`config.mk`:
```
export PLATFORM = sky130hd
export DESIGN_NAME = fu_tracker_flat
export DESIGN_NICKNAME = d
export VERILOG_FILES = /design/src/rtl/fu_tracker_pkg.sv /design/src/rtl/fu_tracker_if.sv /design/src/rtl/fu_tracker_pool.sv /design/src/rtl/fu_tracker.sv /design/src/flat_wrapper.sv
export SDC_FILE = /design/constraint.sdc
export NUM_CORES = 1
export LEC_CHECK = 0
export CORE_MARGIN = 4
export CORE_UTILIZATION = 37
export CTS_BUF_LIST = sky130_fd_sc_hd__clkbuf_4 sky130_fd_sc_hd__clkbuf_8 sky130_fd_sc_hd__clkbuf_16
export DETAILED_ROUTE_END_ITERATION = 16
export PLACE_DENSITY = 0.65
export REMOVE_ABC_BUFFERS = 1
export SKIP_LAST_GASP = 1
export SLEW_MARGIN = 25
export SYNTH_ARGS = -nofsm -noshare
export SYNTH_HDL_FRONTEND = slang
export SYNTH_HIERARCHICAL = 1
export SYNTH_SLANG_ARGS = --single-unit
```
`constraint.sdc`:
```
create_clock -name clock -period 2.3 [get_ports clock]
set_clock_uncertainty 0.05 [all_clocks]
set_input_delay 0.46 -clock clock [delete_from_list [all_inputs] [get_ports clock]]
set_output_delay 0.46 -clock clock [all_outputs]
set_load 0.005 [all_outputs]
```
`src/rtl/fu_tracker_pkg.sv`:
```
// Shared types and sizing for the functional-unit tracker.
// FU counts per class and the index width live here as macros.
`ifndef FU_TRACKER_PKG_MACROS
`define FU_TRACKER_PKG_MACROS
`define NUM_FU_ALU    3
`define NUM_FU_MULT   2
`define NUM_FU_LOAD   1
`define NUM_FU_STORE  1
`define NUM_FU_BRANCH 1
`define MAX_FU_INDEX  2
`endif

package fu_tracker_pkg;

  typedef enum logic [2:0] {
    ALU    = 3'd0,
    MULT   = 3'd1,
    LOAD   = 3'd2,
    STORE  = 3'd3,
    BRANCH = 3'd4
  } func_type_e;

  localparam int N_CLS = 5;

  function automatic int max5(
    input int a, input int b, input int c,
    input int d, input int e
  );
    int m;
    m = a;
    if (b > m) m = b;
    if (c > m) m = c;
    if (d > m) m = d;
    if (e > m) m = e;
    return m;
  endfunction

endpackage

```
`src/rtl/fu_tracker_if.sv`:
```
// Issue/complete-side bundle for fu_tracker.
// master = issue/complete logic, slave = tracker.
interface fu_tracker_if #(
  parameter int N_ALU    = `NUM_FU_ALU,
  parameter int N_MULT   = `NUM_FU_MULT,
  parameter int N_LOAD   = `NUM_FU_LOAD,
  parameter int N_STORE  = `NUM_FU_STORE,
  parameter int N_BRANCH = `NUM_FU_BRANCH,
  parameter int IDX_W    = `MAX_FU_INDEX,
  parameter int CNT_W    = 2
);
  logic [4:0]            req_valid;
  logic [4:0]            grant;
  logic [4:0][IDX_W-1:0] grant_idx;
  logic [N_ALU-1:0]      free_alu;
  logic [N_MULT-1:0]     free_mult;
  logic [N_LOAD-1:0]     free_load;
  logic [N_STORE-1:0]    free_store;
  logic [N_BRANCH-1:0]   free_branch;
  logic [4:0][CNT_W-1:0] avail_cnt;
  logic                  free_err;

  modport master (
    output req_valid, free_alu, free_mult,
    output free_load, free_store, free_branch,
    input  grant, grant_idx, avail_cnt, free_err
  );

  modport slave (
    input  req_valid, free_alu, free_mult,
    input  free_load, free_store, free_branch,
    output grant, grant_idx, avail_cnt, free_err
  );
endinterface

```
`src/rtl/fu_tracker_pool.sv`:
```
// One FU class: busy bits, round-robin grant from rr_ptr,
// idle count and sticky error for frees of idle units.
module fu_pool #(
  parameter int N     = 1,
  parameter int IDX_W = 1,
  parameter int CNT_W = 1
) (
  input  logic             i_clk,
  input  logic             i_rst,
  input  logic             i_req,
  input  logic [N-1:0]     i_free,
  output logic             o_grant,
  output logic [IDX_W-1:0] o_idx,
  output logic [CNT_W-1:0] o_cnt,
  output logic             o_err
);
  logic [N-1:0]     r_busy;
  logic [IDX_W-1:0] r_ptr;
  logic             r_err;

  logic             w_found;
  logic [IDX_W-1:0] w_idx;
  logic [IDX_W-1:0] w_ptr_nxt;
  logic [N-1:0]     w_set;
  int               w_j;
  int               w_cnt;

  // Scan from r_ptr with wrap; first idle unit wins.
  always_comb begin
    w_found   = 1'b0;
    w_idx     = '0;
    w_ptr_nxt = r_ptr;
    w_set     = '0;
    w_j       = 0;
    for (int k = 0; k < N; k++) begin
      w_j = int'(r_ptr) + k;
      if (w_j >= N) w_j = w_j - N;
      if (!w_found && !r_busy[w_j]) begin
        w_found = 1'b1;
        w_idx   = IDX_W'(w_j);
        w_ptr_nxt = (w_j == N - 1) ? '0
                                   : IDX_W'(w_j + 1);
        w_set[w_j] = i_req;
      end
    end
  end

  always_comb begin
    w_cnt = 0;
    for (int i = 0; i < N; i++) begin
      if (!r_busy[i]) w_cnt = w_cnt + 1;
    end
  end

  assign o_grant = i_req && w_found;
  assign o_idx   = o_grant ? w_idx : '0;
  assign o_cnt   = CNT_W'(w_cnt);
  assign o_err   = r_err;

  always_ff @(posedge i_clk) begin
    if (i_rst) begin
      r_busy <= '0;
      r_ptr  <= '0;
      r_err  <= 1'b0;
    end else begin
      r_busy <= (r_busy & ~i_free) | w_set;
      if (|(i_free & ~r_busy)) r_err <= 1'b1;
      if (o_grant) r_ptr <= w_ptr_nxt;
    end
  end
endmodule

```
`src/rtl/fu_tracker.sv`:
```
// Issue-side FU busy tracker: one round-robin pool per class,
// all classes independent and grantable in the same cycle.
module fu_tracker
  import fu_tracker_pkg::*;
#(
  parameter int N_ALU    = `NUM_FU_ALU,
  parameter int N_MULT   = `NUM_FU_MULT,
  parameter int N_LOAD   = `NUM_FU_LOAD,
  parameter int N_STORE  = `NUM_FU_STORE,
  parameter int N_BRANCH = `NUM_FU_BRANCH,
  parameter int IDX_W    = `MAX_FU_INDEX
) (
  input logic       clock,
  input logic       reset,
  fu_tracker_if.slave bus
);
  localparam int MAX_N =
    max5(N_ALU, N_MULT, N_LOAD, N_STORE, N_BRANCH);
  localparam int CNT_W = $clog2(MAX_N + 1);

  logic [4:0]            w_grant;
  logic [4:0][IDX_W-1:0] w_idx;
  logic [4:0][CNT_W-1:0] w_cnt;
  logic [4:0]            w_err;

  fu_pool #(.N(N_ALU), .IDX_W(IDX_W), .CNT_W(CNT_W)) u_alu (
    .i_clk(clock), .i_rst(reset),
    .i_req(bus.req_valid[ALU]), .i_free(bus.free_alu),
    .o_grant(w_grant[ALU]), .o_idx(w_idx[ALU]),
    .o_cnt(w_cnt[ALU]), .o_err(w_err[ALU])
  );

  fu_pool #(.N(N_MULT), .IDX_W(IDX_W), .CNT_W(CNT_W)) u_mult (
    .i_clk(clock), .i_rst(reset),
    .i_req(bus.req_valid[MULT]), .i_free(bus.free_mult),
    .o_grant(w_grant[MULT]), .o_idx(w_idx[MULT]),
    .o_cnt(w_cnt[MULT]), .o_err(w_err[MULT])
  );

  fu_pool #(.N(N_LOAD), .IDX_W(IDX_W), .CNT_W(CNT_W)) u_load (
    .i_clk(clock), .i_rst(reset),
    .i_req(bus.req_valid[LOAD]), .i_free(bus.free_load),
    .o_grant(w_grant[LOAD]), .o_idx(w_idx[LOAD]),
    .o_cnt(w_cnt[LOAD]), .o_err(w_err[LOAD])
  );

  fu_pool #(.N(N_STORE), .IDX_W(IDX_W), .CNT_W(CNT_W)) u_store (
    .i_clk(clock), .i_rst(reset),
    .i_req(bus.req_valid[STORE]), .i_free(bus.free_store),
    .o_grant(w_grant[STORE]), .o_idx(w_idx[STORE]),
    .o_cnt(w_cnt[STORE]), .o_err(w_err[STORE])
  );

  fu_pool #(.N(N_BRANCH), .IDX_W(IDX_W), .CNT_W(CNT_W)) u_branch (
    .i_clk(clock), .i_rst(reset),
    .i_req(bus.req_valid[BRANCH]), .i_free(bus.free_branch),
    .o_grant(w_grant[BRANCH]), .o_idx(w_idx[BRANCH]),
    .o_cnt(w_cnt[BRANCH]), .o_err(w_err[BRANCH])
  );

  assign bus.grant     = w_grant;
  assign bus.grant_idx = w_idx;
  assign bus.avail_cnt = w_cnt;
  assign bus.free_err  = |w_err;
endmodule

```
`src/flat_wrapper.sv`:
```
// flat-port wrapper written by rule: the top's interface ports become plain ports
module fu_tracker_flat import fu_tracker_pkg::*;
#(
  parameter int N_ALU    = `NUM_FU_ALU,
  parameter int N_MULT   = `NUM_FU_MULT,
  parameter int N_LOAD   = `NUM_FU_LOAD,
  parameter int N_STORE  = `NUM_FU_STORE,
  parameter int N_BRANCH = `NUM_FU_BRANCH,
  parameter int IDX_W    = `MAX_FU_INDEX
)
  (clock, reset, bus_req_valid, bus_free_alu, bus_free_mult, bus_free_load, bus_free_store, bus_free_branch, bus_grant, bus_grant_idx, bus_avail_cnt, bus_free_err);
  fu_tracker_if #(.IDX_W(IDX_W), .CNT_W(2), .N_ALU(N_ALU), .N_MULT(N_MULT), .N_LOAD(N_LOAD), .N_STORE(N_STORE), .N_BRANCH(N_BRANCH)) bus_i ();
  input logic clock;
  input logic reset;
  input wire logic [$bits(bus_i.req_valid)-1:0] bus_req_valid;
  input wire logic [$bits(bus_i.free_alu)-1:0] bus_free_alu;
  input wire logic [$bits(bus_i.free_mult)-1:0] bus_free_mult;
  input wire logic [$bits(bus_i.free_load)-1:0] bus_free_load;
  input wire logic [$bits(bus_i.free_store)-1:0] bus_free_store;
  input wire logic [$bits(bus_i.free_branch)-1:0] bus_free_branch;
  output wire logic [$bits(bus_i.grant)-1:0] bus_grant;
  output wire logic [$bits(bus_i.grant_idx)-1:0] bus_grant_idx;
  output wire logic [$bits(bus_i.avail_cnt)-1:0] bus_avail_cnt;
  output wire logic [$bits(bus_i.free_err)-1:0] bus_free_err;
  assign bus_i.req_valid = bus_req_valid;
  assign bus_i.free_alu = bus_free_alu;
  assign bus_i.free_mult = bus_free_mult;
  assign bus_i.free_load = bus_free_load;
  assign bus_i.free_store = bus_free_store;
  assign bus_i.free_branch = bus_free_branch;
  assign bus_grant = bus_i.grant;
  assign bus_grant_idx = bus_i.grant_idx;
  assign bus_avail_cnt = bus_i.avail_cnt;
  assign bus_free_err = bus_i.free_err;
  fu_tracker #(.N_ALU(N_ALU), .N_MULT(N_MULT), .N_LOAD(N_LOAD), .N_STORE(N_STORE), .N_BRANCH(N_BRANCH), .IDX_W(IDX_W)) u_core (.clock(clock), .reset(reset), .bus(bus_i));
endmodule
```
**Word level (Yosys, flattened, before mapping)**

Index checks and enable logic that the tools add are counted.

- Multiplexer cells: 95
- Magnitude comparators: 24
- Bitwise logic cells: 33
- Add/sub/neg operators: 22
- Equality and inequality tests: 7
- Reduce and logical (&&, ||, !) cells: 31

Operator list:

| operator | number |
|---|---|
| 32-bit by 1-bit greater-or-equal comparator with 1-bit output, second input constant | 8 |
| 32-bit two-way mux | 8 |
| 32-bit by 3-bit equality test with 1-bit output, second input constant | 3 |
| 32-bit logical NOT | 3 |
| 32-bit by 2-bit < comparator with 1-bit output, second input constant | 3 |
| 32-bit by 4-bit < comparator with 1-bit output, second input constant | 3 |
| 32-bit by 2-bit equality test with 1-bit output, second input constant | 2 |
| 32-bit by 3-bit < comparator with 1-bit output, second input constant | 2 |
| 2-bit two-way mux | 31 |
| 1-bit two-way mux | 42 |
| 2-bit adder, second input constant | 9 |
| 1-bit logical AND | 16 |
| 3-bit by 2-bit subtractor with 4-bit output, second input constant | 3 |
| 2-bit AND reduction | 5 |
| 1-bit bitwise AND | 9 |
| 3-bit bitwise AND | 3 |
| 3-bit by 2-bit greater-or-equal comparator with 1-bit output, second input constant | 3 |
| 3-bit two-way mux | 3 |
| 1-bit inverter | 9 |
| 2-bit by 1-bit subtractor with 3-bit output, second input constant | 3 |
| 2-bit by 1-bit adder with 3-bit output, second input constant | 2 |
| 2-bit bitwise AND | 3 |
| 1-bit binary-select mux with 2-bit select | 3 |
| 3-bit bitwise mux | 2 |
| other kinds (19) | 34 |

- Input bits: 15
- Flip-flop bits (word level): 23
- Word-level logic and storage cells: 227
- Output and inout port bits: 26

**Depth between registers and ports, before layout**

- Depth in word-level cells: 14
- Gate-level depth with buffers: 9

**Cells and area by module**

The synthesis kept the hierarchy.

Modules (own cells, without submodules):

| module | instances | area an instance (µm²) | cells each |
|---|---|---|---|
| fu_pool (u_core.u_alu) | 1 | 700.7 | 90 |
| fu_pool (u_core.u_branch ...) | 3 | 198.9 | 24 |
| fu_pool (u_core.u_mult) | 1 | 236.5 | 26 |
| fu_tracker | 1 | 12.5 | 3 |

**Worst setup path before layout**

No wires, ideal clock.

- Path type: flip-flop to output port
- From: reg u_core.u_alu.r_ptr[1]
- To: out bus_grant_idx[1]
- Cell stages (with the launch flop): 9
- Path slack: 0.002 ns
- Arrival time: 1.788 ns
- Required time: 1.790 ns
- Cell sequence: dfxtp_1 -> inv_1 -> ha_1 -> buf_6 -> mux2_4 -> a21o_1 -> buf_6 -> a31oi_4 -> nor3b_1

- Longest elaborated chain between the ends: 14
- Elaborated cells between the ends (all ways): 33

Ends and longest elaborated chain:

| item | RTL line | RTL |
|---|---|---|
| start, declared | fu_tracker_pool.sv:18 | `logic [IDX_W-1:0] r_ptr;` |
| start signal, assigned | fu_tracker_pool.sv:68 | `if (o_grant) r_ptr <= w_ptr_nxt;` |
| 2-bit by 1-bit adder with 3-bit output | fu_tracker_pool.sv:36 | `w_j = int'(r_ptr) + k;` |
| 3-bit by 2-bit subtractor with 4-bit output / 3-bit by 2-bit greater-or-equal comparator with 1-bit output (equally long branches) | fu_tracker_pool.sv:37 | `if (w_j >= N) w_j = w_j - N;` |
| 32-bit two-way mux | fu_tracker_pool.sv:37 |  |
| 1-bit binary-select mux with 2-bit select | fu_tracker_pool.sv:38 | `if (!w_found && !r_busy[w_j]) begin` |
| 1-bit two-way mux (not written as such) (2 in series) | fu_tracker_pool.sv:38 |  |
| 1-bit logical NOT | fu_tracker_pool.sv:38 |  |
| 1-bit logical AND | fu_tracker_pool.sv:38 |  |
| 1-bit two-way mux | fu_tracker_pool.sv:38 |  |
| 1-bit logical NOT | fu_tracker_pool.sv:38 |  |
| 1-bit logical AND | fu_tracker_pool.sv:38 |  |
| 1-bit two-way mux (*) | fu_tracker_pool.sv:38 |  |
| 1-bit logical AND (*) | fu_tracker_pool.sv:55 | `assign o_grant = i_req && w_found;` |
| via bus_grant[0] | flat_wrapper.sv:21 | `output wire logic [$bits(bus_i.grant)-1:0] bus_grant;` |
| 2-bit two-way mux (*) | fu_tracker_pool.sv:56 | `assign o_idx = o_grant ? w_idx : '0;` |
| end, declared | flat_wrapper.sv:22 | `output wire logic [$bits(bus_i.grant_idx)-1:0] bus_grant_idx;` |

The timed path passes the listed nets; every way through them passes the cells marked *. The select of a mux whose other input is x is not followed.

**Worst setup path in the final report**

- From: reg u_core.u_alu.r_ptr[1]
- To: out bus_grant_idx[0]

- Longest elaborated chain between the ends: 14
- Elaborated cells between the ends (all ways): 33

Ends and longest elaborated chain:

| item | RTL line |
|---|---|
| 2-bit by 1-bit adder with 3-bit output | fu_tracker_pool.sv:36 |
| 3-bit by 2-bit subtractor with 4-bit output / 3-bit by 2-bit greater-or-equal comparator with 1-bit output (equally long branches) | fu_tracker_pool.sv:37 |
| 32-bit two-way mux | fu_tracker_pool.sv:37 |
| 1-bit binary-select mux with 2-bit select | fu_tracker_pool.sv:38 |
| 1-bit two-way mux (not written as such) (2 in series) | fu_tracker_pool.sv:38 |
| 1-bit logical NOT | fu_tracker_pool.sv:38 |
| 1-bit logical AND | fu_tracker_pool.sv:38 |
| 1-bit two-way mux | fu_tracker_pool.sv:38 |
| 1-bit logical NOT | fu_tracker_pool.sv:38 |
| 1-bit logical AND | fu_tracker_pool.sv:38 |
| 1-bit two-way mux | fu_tracker_pool.sv:38 |
| 1-bit logical AND | fu_tracker_pool.sv:55 |
| 2-bit two-way mux (*) | fu_tracker_pool.sv:56 |

Every way passes the cells marked *; elsewhere a longest branch is shown, timed or not. The select of a mux whose other input is x is not followed.

==> impl_metrics.ini <==
[worst_setup_path]
critical_path.reg2reg.startpoint = u_core/u_alu/r_ptr[1]
crit_start = u_core/u_alu/r_ptr[1]
crit_buf_inv = 3
crit_arrival_ns = 1.90
timing.critical_path.fanout_max = 3
timing.setup.critical_path_class = register to primary output
critical_path.slowest_cell = dfxtp_2
reg2reg_depth = 8
timing.critical_path.depth = 9
worst_setup_path_end_kind = primary output
critPathRequiredTime_ns = 1.79
critical_path.max_stage_delay_ns = 0.34
r2r_end = u_core/u_alu/r_ptr[0]
timing.critical_path.cells = buf_4 > ha_4 > and3b_2 > a21o_1 > buf_4 > nand3b_1 > o311ai_1 > a21oi_1 > buf_2
ff2ff_setup_slack_ns = 0.23
critical_path.most_common_cell = buf_4
worstSetupEndpoint = bus_grant_idx[0]
crit_path_start_kind = register
worst_path_top_cell_family_by_delay = compound AO/OA/AOI/OAI gates

[cts]
worst_skew_pair.late_latency_ns = 0.26
clk_pin_slew_worst_paths_ns = 0.09
root_buffer = clkbuf_8
cts_made_buffers = 3
cts.htree.levels = 1
tritoncts = done
clockBufferDepth = 2
clock_sinks = 23

[grt]
gr-usage-all-layers_pct = 15.45
grt_antenna_before_repair = 0
grt_overflow_total = 0
wire_length_of_the_first_global_routing_pass_mm = 6.624
via_count_of_the_first_global_routing_pass = 1495
grt_start_max_net_pins = 16

[yosys]
total_standard_cell_area_after_synthesis_mm2 = 0.001546
synthesis.yosys.warnings = 6
postSynth.asyncResetShare_pct = 0
post-synth-top-count-cell = nor2_1
synthDominantCellAreaShare_pct = 29.77
top_cells_by_area_in_the_synthesized_netlist = dfxtp_1, ha_1, nor2_1
synthesis.instances = 191
postSynth.topFlopCell = dfxtp_1
seq_area_frac_synth_pct = 29.77
synth_area_per_cell_um2 = 8.097
synth_cell_type_count = 45
synth_enable_flop_cells = 0
netlist_top_cells_count = nor2_1, dfxtp_1, nand2_1
synth_largest_area_cell = dfxtp_1
synth-seq-cells = 23

[sta]
finalWorstPathRequiredPeriod_ns = 2.407
rsz0062_at_grt = true
final-hold-violation-count = 0
fin_crit_sh_pct = 104.6
final.setup.tns_ns = -0.1602
report.final.setup_viol = 2
worst_pin_slew_ns = 0.5342
slew_viol_final = 0
fin_hold_ws_ns = 0.4276
slew_headroom_pct = 64.27
setup_slack_ns = -0.1067
max_clock_freq_ghz = 0.4155

[power]
max-vdd-ir-drop_mv = 0.3562
p_leak_nw = 0.9818
power-per-cell-area_mw_per_mm2 = 555.8
finalPower_mw = 1.292

[job]
cap_viol_max_count = 0

[final_layout]
drive_above_1_share_pct = 28.68
n_antenna_cell = 0
fill_count = 409
finish.cell_count_without_fillers = 308
area_growth_syn_to_layout_pct = 50.32
nets = 284
finish.instance_area_mm2 = 0.002325

[routing]
num_vias = 1525
vias_per_inst = 4.951
firstDrtPassIters = 4
detail_route.wl_per_cell_um = 12.71
detail_route.wirelength_mm = 3.916
detail_route.drc_violations = 0
dr.first_iter.drc_count = 49
route.antenna.remaining_nets = 0

[floorplan]
core_region_area_mm2 = 0.004029
chipWidth_um = 72.65
die_h_um = 72.65
floorplan.initialDensity_pct = 38.39
fp-row-count = 23
fp.dieArea_mm2 = 0.005278
io_pins = 41

[hold_path]
cell_count_of_the_worst_hold_path = 2
worstHoldPathType = register to register
worst_min_path_start = u_core/u_store/o_err

[status]
status = finished, violations left
failed_checks = negative setup slack

[place]
hpwl_mm = 2.969
io_buffer_count = 37
place_congestion = 0.8420
dpl_cell_area_mm2 = 0.002116
post-place-cells = 296
[tightest hold or removal path, cell delays in order, from the launching register on]
cell     delay [ns]
dfxtp_1        0.34
a21oi_1        0.04
nor2_1         0.07
[through the flow]
stage          util (%)  worst slack [ns]
2_1_floorplan         -           0.01197
3_3_place_gp      52.52           -0.2752
3_5_place_dp      52.52           -0.3049
4_1_cts           56.71           -0.1049
5_1_grt           57.70           -0.2248
6_report          57.70           -0.1067
[cells in the final DEF (no fill, tap or decap), types with 3 or more instances in the layout]
| master | netlist | layout |
|---|---|---|
| nand2_1 | 15 | 15 |
| nand3b_1 | 5 | 5 |
| inv_1 | 12 | 11 |
| buf_4 | 6 | 34 |
| conb_1 | 3 | 3 |
| ha_4 | 0 | 3 |
| buf_2 | 2 | 3 |
| nor2_1 | 29 | 29 |
| inv_2 | 5 | 5 |
| nor3_1 | 4 | 4 |
| a2bb2oi_1 | 3 | 3 |
| nor3b_1 | 5 | 4 |
| a21oi_1 | 11 | 11 |
| dfxtp_1 | 23 | 20 |
| nand2b_1 | 5 | 5 |
| clkdlybuf4s50_1 | 0 | 32 |
| clkbuf_8 | 0 | 3 |
| o21ai_0 | 9 | 9 |
| nand2b_4 | 3 | 3 |
| ha_1 | 10 | 7 |
| a21o_1 | 3 | 3 |
[how the worst min path moves through the flow]
stage	endpoint
2_1_floorplan	u_core/u_store/o_err
3_3_place_gp	u_core/u_store/o_err
3_5_place_dp	u_core/u_store/o_err
4_1_cts	u_core/u_load/r_ptr[1]
5_1_grt	u_core/u_branch/r_ptr[1]
6_report	u_core/u_store/o_err
[cells by family (layout without fill, tap and decap cells)]
group / Yosys count / count (layout) / share of synthesized area [%]
flip-flops: 23 / 23 / 29.77
buffers and inverters: 28 / 95 / 9.385
adder cells (fa/ha/maj): 10 / 10 / 8.091
AO/OA/AOI/OAI: 45 / 45 / 21.76
other: 3 / 3 / 0.7281
XOR/XNOR: 1 / 1 / 0.5664
AND/OR/NAND/NOR: 76 / 76 / 26.05
multiplexers: 5 / 5 / 3.641
[per-layer routing]
metal  track usage [%]  part of all wire (%)  vias up
li1                  -                     -      785
met1             19.51                    44      708
met2             27.96                    50       28
met3             1.102                   4.3        4
met4             4.508                   1.2        0
met5                 0                     0        -
[layout make-up]
| class | count | area, um2 | area share [%] |
|---|---|---|---|
| Multi-Input combinational cell | 140 | 1037 | 44.62 |
| Inverter | 17 | 66.31 | 2.853 |
| Clock buffer | 3 | 41.29 | 1.776 |
| Timing Repair Buffer | 74 | 645.6 | 27.77 |
| Tap cell | 50 | 62.56 | 2.691 |
| Clock inverter | 1 | 5.005 | 0.2153 |
| Sequential cell | 23 | 466.7 | 20.08 |
[where the power goes]
part	leakage [nW]	internal [mW]	switching (mW)
Clock	0.0255	0.121	0.125
Sequential	0.190	0.428	0.0242
Combinational	0.766	0.324	0.271
Total	0.982	0.873	0.419
[what timing repair did]
item / in CTS / in global routing
resized for setup: 37 / 6
setup endpoints to repair: 5 / 3
setup buffers: 6 / 2
hold buffers: 0 / 0
pin swaps: 6 / 2
[flip-flops by register name, indices dropped and copies added (netlist names)]
signal,count
u_core/u_load/r_busy,1
u_core/u_branch/r_busy,1
u_core/u_alu/r_ptr,2
u_core/u_store/o_err,1
u_core/u_branch/o_err,1
u_core/u_load/o_err,1
u_core/u_store/r_ptr,2
u_core/u_alu/o_err,1
u_core/u_mult/o_err,1
u_core/u_alu/r_busy,3
u_core/u_mult/r_ptr,2
u_core/u_branch/r_ptr,2
u_core/u_load/r_ptr,2
u_core/u_store/r_busy,1
u_core/u_mult/r_busy,2
Power figures use the tool's default switching activity.
